===== src/rtl/seg7_pkg.sv =====
// Shared definitions for the seven-segment scan controller.
//   NUM_DIGITS / SEL_W : digit count and width of the digit select
//   ANODE_OFF          : active-low anode pattern with every digit dark
//   scan_state_t       : scan controller states
//   onehot_n()         : active-low one-hot anode pattern for a digit select
package seg7_pkg;

    localparam int NUM_DIGITS = 4;
    localparam int SEL_W      = 2;
    localparam logic [NUM_DIGITS-1:0] ANODE_OFF = 4'b1111;

    typedef enum logic [1:0] {
        IDLE,
        BLANK,
        DRIVE
    } scan_state_t;

    function automatic logic [NUM_DIGITS-1:0] onehot_n(input logic [SEL_W-1:0] sel);
        logic [NUM_DIGITS-1:0] pat;
        pat      = ANODE_OFF;
        pat[sel] = 1'b0;
        return pat;
    endfunction

endpackage


===== src/rtl/seg7_scan_ctrl_slot_counter.sv =====
// Modulo-DIV counter used as a prescaler.
//   clk, rst_n : clock, asynchronous active-low reset
//   clr        : synchronous clear to 0 (wins over en)
//   en         : count enable
//   cnt        : current count, 0..DIV-1
//   wrap       : combinational, high while en=1 and cnt=DIV-1 (the count
//                returns to 0 on the next edge)
module seg7_scan_ctrl_slot_counter #(
    parameter int DIV   = 8,
    parameter int CNT_W = $clog2(DIV)
) (
    input  logic             clk,
    input  logic             rst_n,
    input  logic             clr,
    input  logic             en,
    output logic [CNT_W-1:0] cnt,
    output logic             wrap
);

    assign wrap = en && (cnt == CNT_W'(DIV - 1));

    always_ff @(posedge clk or negedge rst_n) begin
        if (!rst_n) begin
            cnt <= '0;
        end else if (clr) begin
            cnt <= '0;
        end else if (en) begin
            cnt <= wrap ? '0 : cnt + CNT_W'(1);
        end
    end

endmodule


===== src/rtl/seg7_scan_ctrl.sv =====
// Time-multiplexing scan controller for a 4-digit seven-segment display.
// Each digit slot lasts REFRESH_DIV cycles: BLANK_CYCLES dark cycles first
// (the digit mux and decoder settle), then the selected anode is driven.
//   CLK, RESET : clock, asynchronous active-low reset
//   EN         : scan enable; 0 parks the scan at digit 0 with the display dark
//   DIGIT_EN   : per-digit enable; bit i = 0 keeps anode i off in its slot
//   MUX_SEL    : digit select for the digit mux CONTROL input
//   ANODE_N    : active-low one-hot anode enables
//   TICK       : one-cycle pulse on every slot advance
//   FRAME      : one-cycle pulse when MUX_SEL wraps 3 -> 0
//   dbg_state  : current scan state, for observation only
//
// All outputs are registered. MUX_SEL and the next ANODE_N are computed from
// the same next-state decision, so an anode is never low while MUX_SEL
// points at another digit.
module seg7_scan_ctrl
    import seg7_pkg::*;
#(
    parameter int REFRESH_DIV  = 100000,
    parameter int BLANK_CYCLES = 1000
) (
    input  logic                  CLK,
    input  logic                  RESET,
    input  logic                  EN,
    input  logic [NUM_DIGITS-1:0] DIGIT_EN,
    output logic [SEL_W-1:0]      MUX_SEL,
    output logic [NUM_DIGITS-1:0] ANODE_N,
    output logic                  TICK,
    output logic                  FRAME,
    output scan_state_t           dbg_state
);

    localparam int CNT_W = $clog2(REFRESH_DIV);
    // Last blank count; only meaningful when BLANK_CYCLES > 0.
    localparam int BLANK_LAST = (BLANK_CYCLES > 0) ? BLANK_CYCLES - 1 : 0;
    // State entered at the start of every slot.
    localparam scan_state_t SLOT_START = (BLANK_CYCLES == 0) ? DRIVE : BLANK;

    scan_state_t           state, next_state;
    logic [CNT_W-1:0]      cnt;
    logic                  wrap;
    logic                  adv;
    logic [SEL_W-1:0]      sel_next;
    logic [NUM_DIGITS-1:0] anode_next;

    // The counter only runs inside a slot; EN low clears it.
    seg7_scan_ctrl_slot_counter #(
        .DIV   (REFRESH_DIV),
        .CNT_W (CNT_W)
    ) u_slot_counter (
        .clk   (CLK),
        .rst_n (RESET),
        .clr   (!EN),
        .en    (EN && (state != IDLE)),
        .cnt   (cnt),
        .wrap  (wrap)
    );

    always_comb begin
        next_state = state;
        adv        = 1'b0;
        case (state)
            IDLE: begin
                if (EN) next_state = SLOT_START;
            end
            BLANK: begin
                if (wrap)                          adv        = 1'b1;
                else if (cnt == CNT_W'(BLANK_LAST)) next_state = DRIVE;
            end
            DRIVE: begin
                if (wrap) adv = 1'b1;
            end
            default: next_state = IDLE;
        endcase
        if (adv) next_state = SLOT_START;
        // Abort wins over a slot advance and issues no pulses.
        if (!EN) begin
            next_state = IDLE;
            adv        = 1'b0;
        end

        sel_next = MUX_SEL;
        if (!EN)     sel_next = '0;
        else if (adv) sel_next = MUX_SEL + SEL_W'(1);

        // With no dead time the new digit lights on the same edge MUX_SEL moves.
        anode_next = ANODE_OFF;
        if (next_state == DRIVE) anode_next = onehot_n(sel_next) | ~DIGIT_EN;
    end

    always_ff @(posedge CLK or negedge RESET) begin
        if (!RESET) begin
            state   <= IDLE;
            MUX_SEL <= '0;
            ANODE_N <= ANODE_OFF;
            TICK    <= 1'b0;
            FRAME   <= 1'b0;
        end else begin
            state   <= next_state;
            MUX_SEL <= sel_next;
            ANODE_N <= anode_next;
            TICK    <= adv;
            FRAME   <= adv && (MUX_SEL == SEL_W'(NUM_DIGITS - 1));
        end
    end

    assign dbg_state = state;

endmodule

===== config.mk =====
export PLATFORM = sky130hd
export DESIGN_NAME = seg7_scan_ctrl
export DESIGN_NICKNAME = d
export VERILOG_FILES = /design/src/rtl/seg7_pkg.sv /design/src/rtl/seg7_scan_ctrl_slot_counter.sv /design/src/rtl/seg7_scan_ctrl.sv
export SDC_FILE = /design/constraint.sdc
export NUM_CORES = 1
export LEC_CHECK = 0
export ABC_AREA = 1
export CAP_MARGIN = 20
export CORE_AREA = 5 5 61 63
export DETAILED_ROUTE_END_ITERATION = 6
export DIE_AREA = 0 0 66 68
export HOLD_SLACK_MARGIN = 0.06
export PLACE_DENSITY = 0.84
export RECOVER_POWER = 25
export SYNTH_ARGS = -nofsm -noshare
export SYNTH_HDL_FRONTEND = slang
export SYNTH_HIERARCHICAL = 1
export SYNTH_SLANG_ARGS = --single-unit

===== constraint.sdc =====
create_clock -name CLK -period 5.9 [get_ports CLK]
set_clock_uncertainty 0.2 [all_clocks]
set_input_delay 1.18 -clock CLK [delete_from_list [all_inputs] [get_ports CLK]]
set_output_delay 1.18 -clock CLK [all_outputs]
set_load 0.1 [all_outputs]

==> run summary <==
TritonCTS built the clock tree. STA classifies the critical path startpoint as a flop. The insertion delay of the later-clocked pin in the worst-skew pair came out at 0.33 ns. The total power per unit cell area came out at 154.3 nW/µm².

The longest clock path from root to sink contains 2 buffers. The number of setup buffers added after CTS is 0. The critical path goes through clkdlybuf4s50_1.

The final number of hold-violating endpoints is 0. The y dimension of the die is 68 µm. Cells fill 63.24% of the core in the end.

The area used by sequential logic in the layout is 680.7 µm². The post-synthesis instance total came out at 250. The total setup violations reported at the end of the flow came out at 0. The buffers plus inverters on the worst setup path came out at 1. The repair_antennas step left the layout with diodes totalling 0. The most area-hungry cell type in the Yosys netlist is sky130_fd_sc_hd__dfrtp_1. The total DRC errors in the routed layout came out at 0. The initial detailed-routing violation count came out at 131. Counting distinct cell types in the post-synthesis netlist gives 28. Data arrives at the worst endpoint at 2.00 ns. The largest stage delay on the critical path came out at 1.12 ns.

The net count of the mapped netlist came out at 263. Once the floorplan was initialized, standard cells occupied 55.57% of the core. The final wirelength is 3789 µm. The number of sinks on the clock net came out at 27. The number of search-and-repair iterations in the first detailed-routing pass is 4. The worst setup path is of the flop to output port kind. The chip width is 66 µm. The highest clock rate came out at 295.9 MHz.

The actual transition at the worst max-transition pin is 1.468 ns. The clock slew at the register clock pins of the worst setup and hold paths is 0.15 ns. The number of placed cells counting well taps is 312. The remaining antenna violation count after routing came out at 0.

The hold buffer count at cts is 0. Setup repair after global routing left no endpoint under its margin. The number of cells in the finished layout apart from fillers is 316. The final count of pins violating max slew is 0.

The tightest slew margin relative to the limit came out at 2.149%. The number of buffers added by the clock tree synthesis step came out at 3. After synthesis the cells add up to 1767 µm². The worst path uses 57.28% of the clock period. The global placer's final weighted congestion is 0.9356. Relative to the synthesized area, the layout overhead comes to 13.81%. The standard-cell row count came out at 21. The capturing element type of the critical path is an output port. The smallest clock period supported by the final layout is computed as 3.380 ns.

The via count of the first global-routing pass is 1542. The largest individual stage delay along the critical path comes from the cell sky130_fd_sc_hd__clkdlybuf4s50_1. The share of cell area taken by muxes after synthesis came out at 0%. The share of the synthesized netlist area taken by xor and xnor gates is 1.983%.

After the last flow step, the layout net total stands at 284. The initial antenna violation count is 0. The global router's overall resource usage is 19.22%. The post-synthesis compound-gate area fraction came out at 5.099%. The run finished with clean final reports. The minimum hold slack is 0.3996 ns. In this run the standard cell core region covers 3179 µm². The synthesis-stage register bit count came out at 27. Yosys attributes the largest share of cell area to sky130_fd_sc_hd__dfrtp_1, sky130_fd_sc_hd__nand2_1, sky130_fd_sc_hd__nor2_1. The total area of multi-input combinational cells is 923.4 µm².

The count of vias placed by the detailed router is 1599. The tree is rooted in a sky130_fd_sc_hd__clkbuf_4. The cell family contributing the most delay on the critical path is buffers and inverters.

The top-level I/O count came out at 17. The maximum level of the CTS H-tree came out at 1. The synthesized area per cell came out at 7.067 µm².

The path class of the tightest hold or removal check is flop to flop. The ratio of routed vias to standard cells came out at 5.060. The simple-gate share of the synthesized area is 40.93%. The post-detailed-placement cell area came out at 1987 µm². The maximum vdd drop is 0.1270 mV. The post-route setup TNS came out at 0 ns.

The estimated wirelength of the detail-placed design is 2899 µm. Across the run, the number of max-cap violations was 0. The average wire per cell in the routed design is 11.99 µm. At the worst endpoint, the required time is 4.52 ns. The number of port buffers is 16. The maximum fanout encountered on the critical timing path is 1. Of the total synthesized cell area, the portion taken by full adders, half adders and majority gates is 4.249%. After synthesis, the largest family of logic cells by area is simple AND/OR/NAND/NOR gates. The die covers 4488 µm². For this run, the number of Yosys warnings is 6.

The post-route cell area came out at 2011 µm². The share of the synthesized area in the top cell type came out at 32.58%. The static leakage came out at 0.9063 nW.

The maximum number of pins on one net before global-route repair is 28. Of the cells placed in the final design, the portion with a size suffix greater than 1 is 14.81%. In this run, post-CTS repair resized a total of 0 instances.

The layout has 288 filler cells. The first global-routing pass estimated 6713 µm of wire. For this run, the register share of the synthesized area comes to 38.53%.

Summed over all layers, the global routing overflow is 0.
layer usage:
layer  global-route usage [%]  vias to the layer above  routed length, µm
met4                    7.360                        0                 77
met5                        0                        -                  0
li1                         -                      807                  -
met1                    25.13                      739               1765
met3                    2.956                        9                176
met2                    32.17                       44               1769
path summary, 6_finish.rpt:
kind	start	endpoint	slack (ns)	depth (start not counted)
max	ANODE_N[2]	ANODE_N[2]	2.52	1
min	u_slot_counter/cnt[0]	u_slot_counter/cnt[0]	0.40	2
max reg2reg	dbg_state[0]	ANODE_N[2]	3.22	12
min reg2reg	u_slot_counter/cnt[0]	u_slot_counter/cnt[0]	0.40	2
max in group asynchronous	RESET	dbg_state[0]	3.14	2
min in group asynchronous	RESET	u_slot_counter/cnt[15]	1.50	2
sequential cells by signal (all words and copies together) (netlist names):
name / cells
MUX_SEL: 2
u_slot_counter/cnt: 17
ANODE_N: 4
dbg_state: 2
FRAME: 1
TICK: 1
worst min-delay path, cell delays in order, from the launching register on:
cell and delay (ns):
sky130_fd_sc_hd__dfrtp_1 0.44, sky130_fd_sc_hd__nand2_1 0.07, sky130_fd_sc_hd__nand2_1 0.06
layout by cell type (no fill, tap or decap):
| cell type | count |
|---|---|
| sky130_fd_sc_hd__or2_2 | 1 |
| sky130_fd_sc_hd__dfstp_2 | 4 |
| sky130_fd_sc_hd__clkdlybuf4s50_1 | 15 |
| sky130_fd_sc_hd__ha_1 | 6 |
| sky130_fd_sc_hd__clkinv_2 | 1 |
| sky130_fd_sc_hd__nor2_4 | 5 |
| sky130_fd_sc_hd__nand2_1 | 60 |
| sky130_fd_sc_hd__nor3_4 | 1 |
| sky130_fd_sc_hd__nand4_1 | 7 |
| sky130_fd_sc_hd__o21ai_2 | 2 |
| sky130_fd_sc_hd__xor2_1 | 3 |
| sky130_fd_sc_hd__clkbuf_1 | 1 |
| sky130_fd_sc_hd__o22ai_2 | 1 |
| sky130_fd_sc_hd__dlygate4sd3_1 | 1 |
| sky130_fd_sc_hd__dfrtp_1 | 23 |
| sky130_fd_sc_hd__or2_1 | 1 |
| sky130_fd_sc_hd__nor2_2 | 6 |
| sky130_fd_sc_hd__nor4_1 | 1 |
| sky130_fd_sc_hd__clkinv_1 | 1 |
| sky130_fd_sc_hd__o21ai_0 | 3 |
| sky130_fd_sc_hd__xnor2_1 | 1 |
| sky130_fd_sc_hd__nor3_1 | 1 |
| sky130_fd_sc_hd__nand3_1 | 21 |
| sky130_fd_sc_hd__o21ai_1 | 1 |
| sky130_fd_sc_hd__clkbuf_4 | 3 |
| sky130_fd_sc_hd__a21oi_4 | 1 |
| sky130_fd_sc_hd__a21oi_1 | 3 |
| sky130_fd_sc_hd__nor2_1 | 49 |
| sky130_fd_sc_hd__o2111ai_1 | 1 |
| sky130_fd_sc_hd__inv_2 | 10 |
| sky130_fd_sc_hd__nand2_2 | 5 |
| sky130_fd_sc_hd__inv_1 | 31 |
power by group:
| part | total (mW) | switching, mW | internal [mW] |
|---|---|---|---|
| registers | 0.190 | 0.00242 | 0.187 |
| clock network | 0.0816 | 0.0561 | 0.0255 |
| logic | 0.0391 | 0.0282 | 0.0109 |
| total | 0.310 | 0.0868 | 0.224 |
cells by family after synthesis:
kind of cell	after synthesis
AOI/OAI and AO/OA	12
adders and majority gates	6
buffers and inverters	43
DFF	27
and+or+nand+nor	158
xor gates and xnor gates	4
layout make-up:
cell class                 instances  share of cell area [%]
clock inverter                     1                  0.2489
clock buffer                       3                   1.120
timing repair buffer              17                   8.152
inverter                          42                   7.841
multi-input combinational        180                   45.92
tap                               46                   2.862
sequential                        27                   33.85
cell usage after synthesis (all sizes together):
cell type / number
o21ai: 6
a21oi: 4
buf: 1
dfstp: 4
nand2: 65
nor2: 60
xnor2: 1
o2111ai: 1
nor3: 2
or2: 2
inv: 41
nand3: 21
xor2: 3
nand4: 7
ha: 6
dfrtp: 23
nor4: 1
clkinv: 1
o22ai: 1
stage by stage:
| step | setup WS, ns | total power [mW] |
|---|---|---|
| after floorplan | 2.816 | 0.2174 |
| after global placement | 2.337 | 0.2319 |
| after detailed placement | 2.191 | 0.2329 |
| after CTS | 2.506 | 0.3139 |
| after global routing | 2.257 | 0.3262 |
| final | 2.520 | 0.3103 |
No activity file was read; power rests on OpenSTA's default activity.
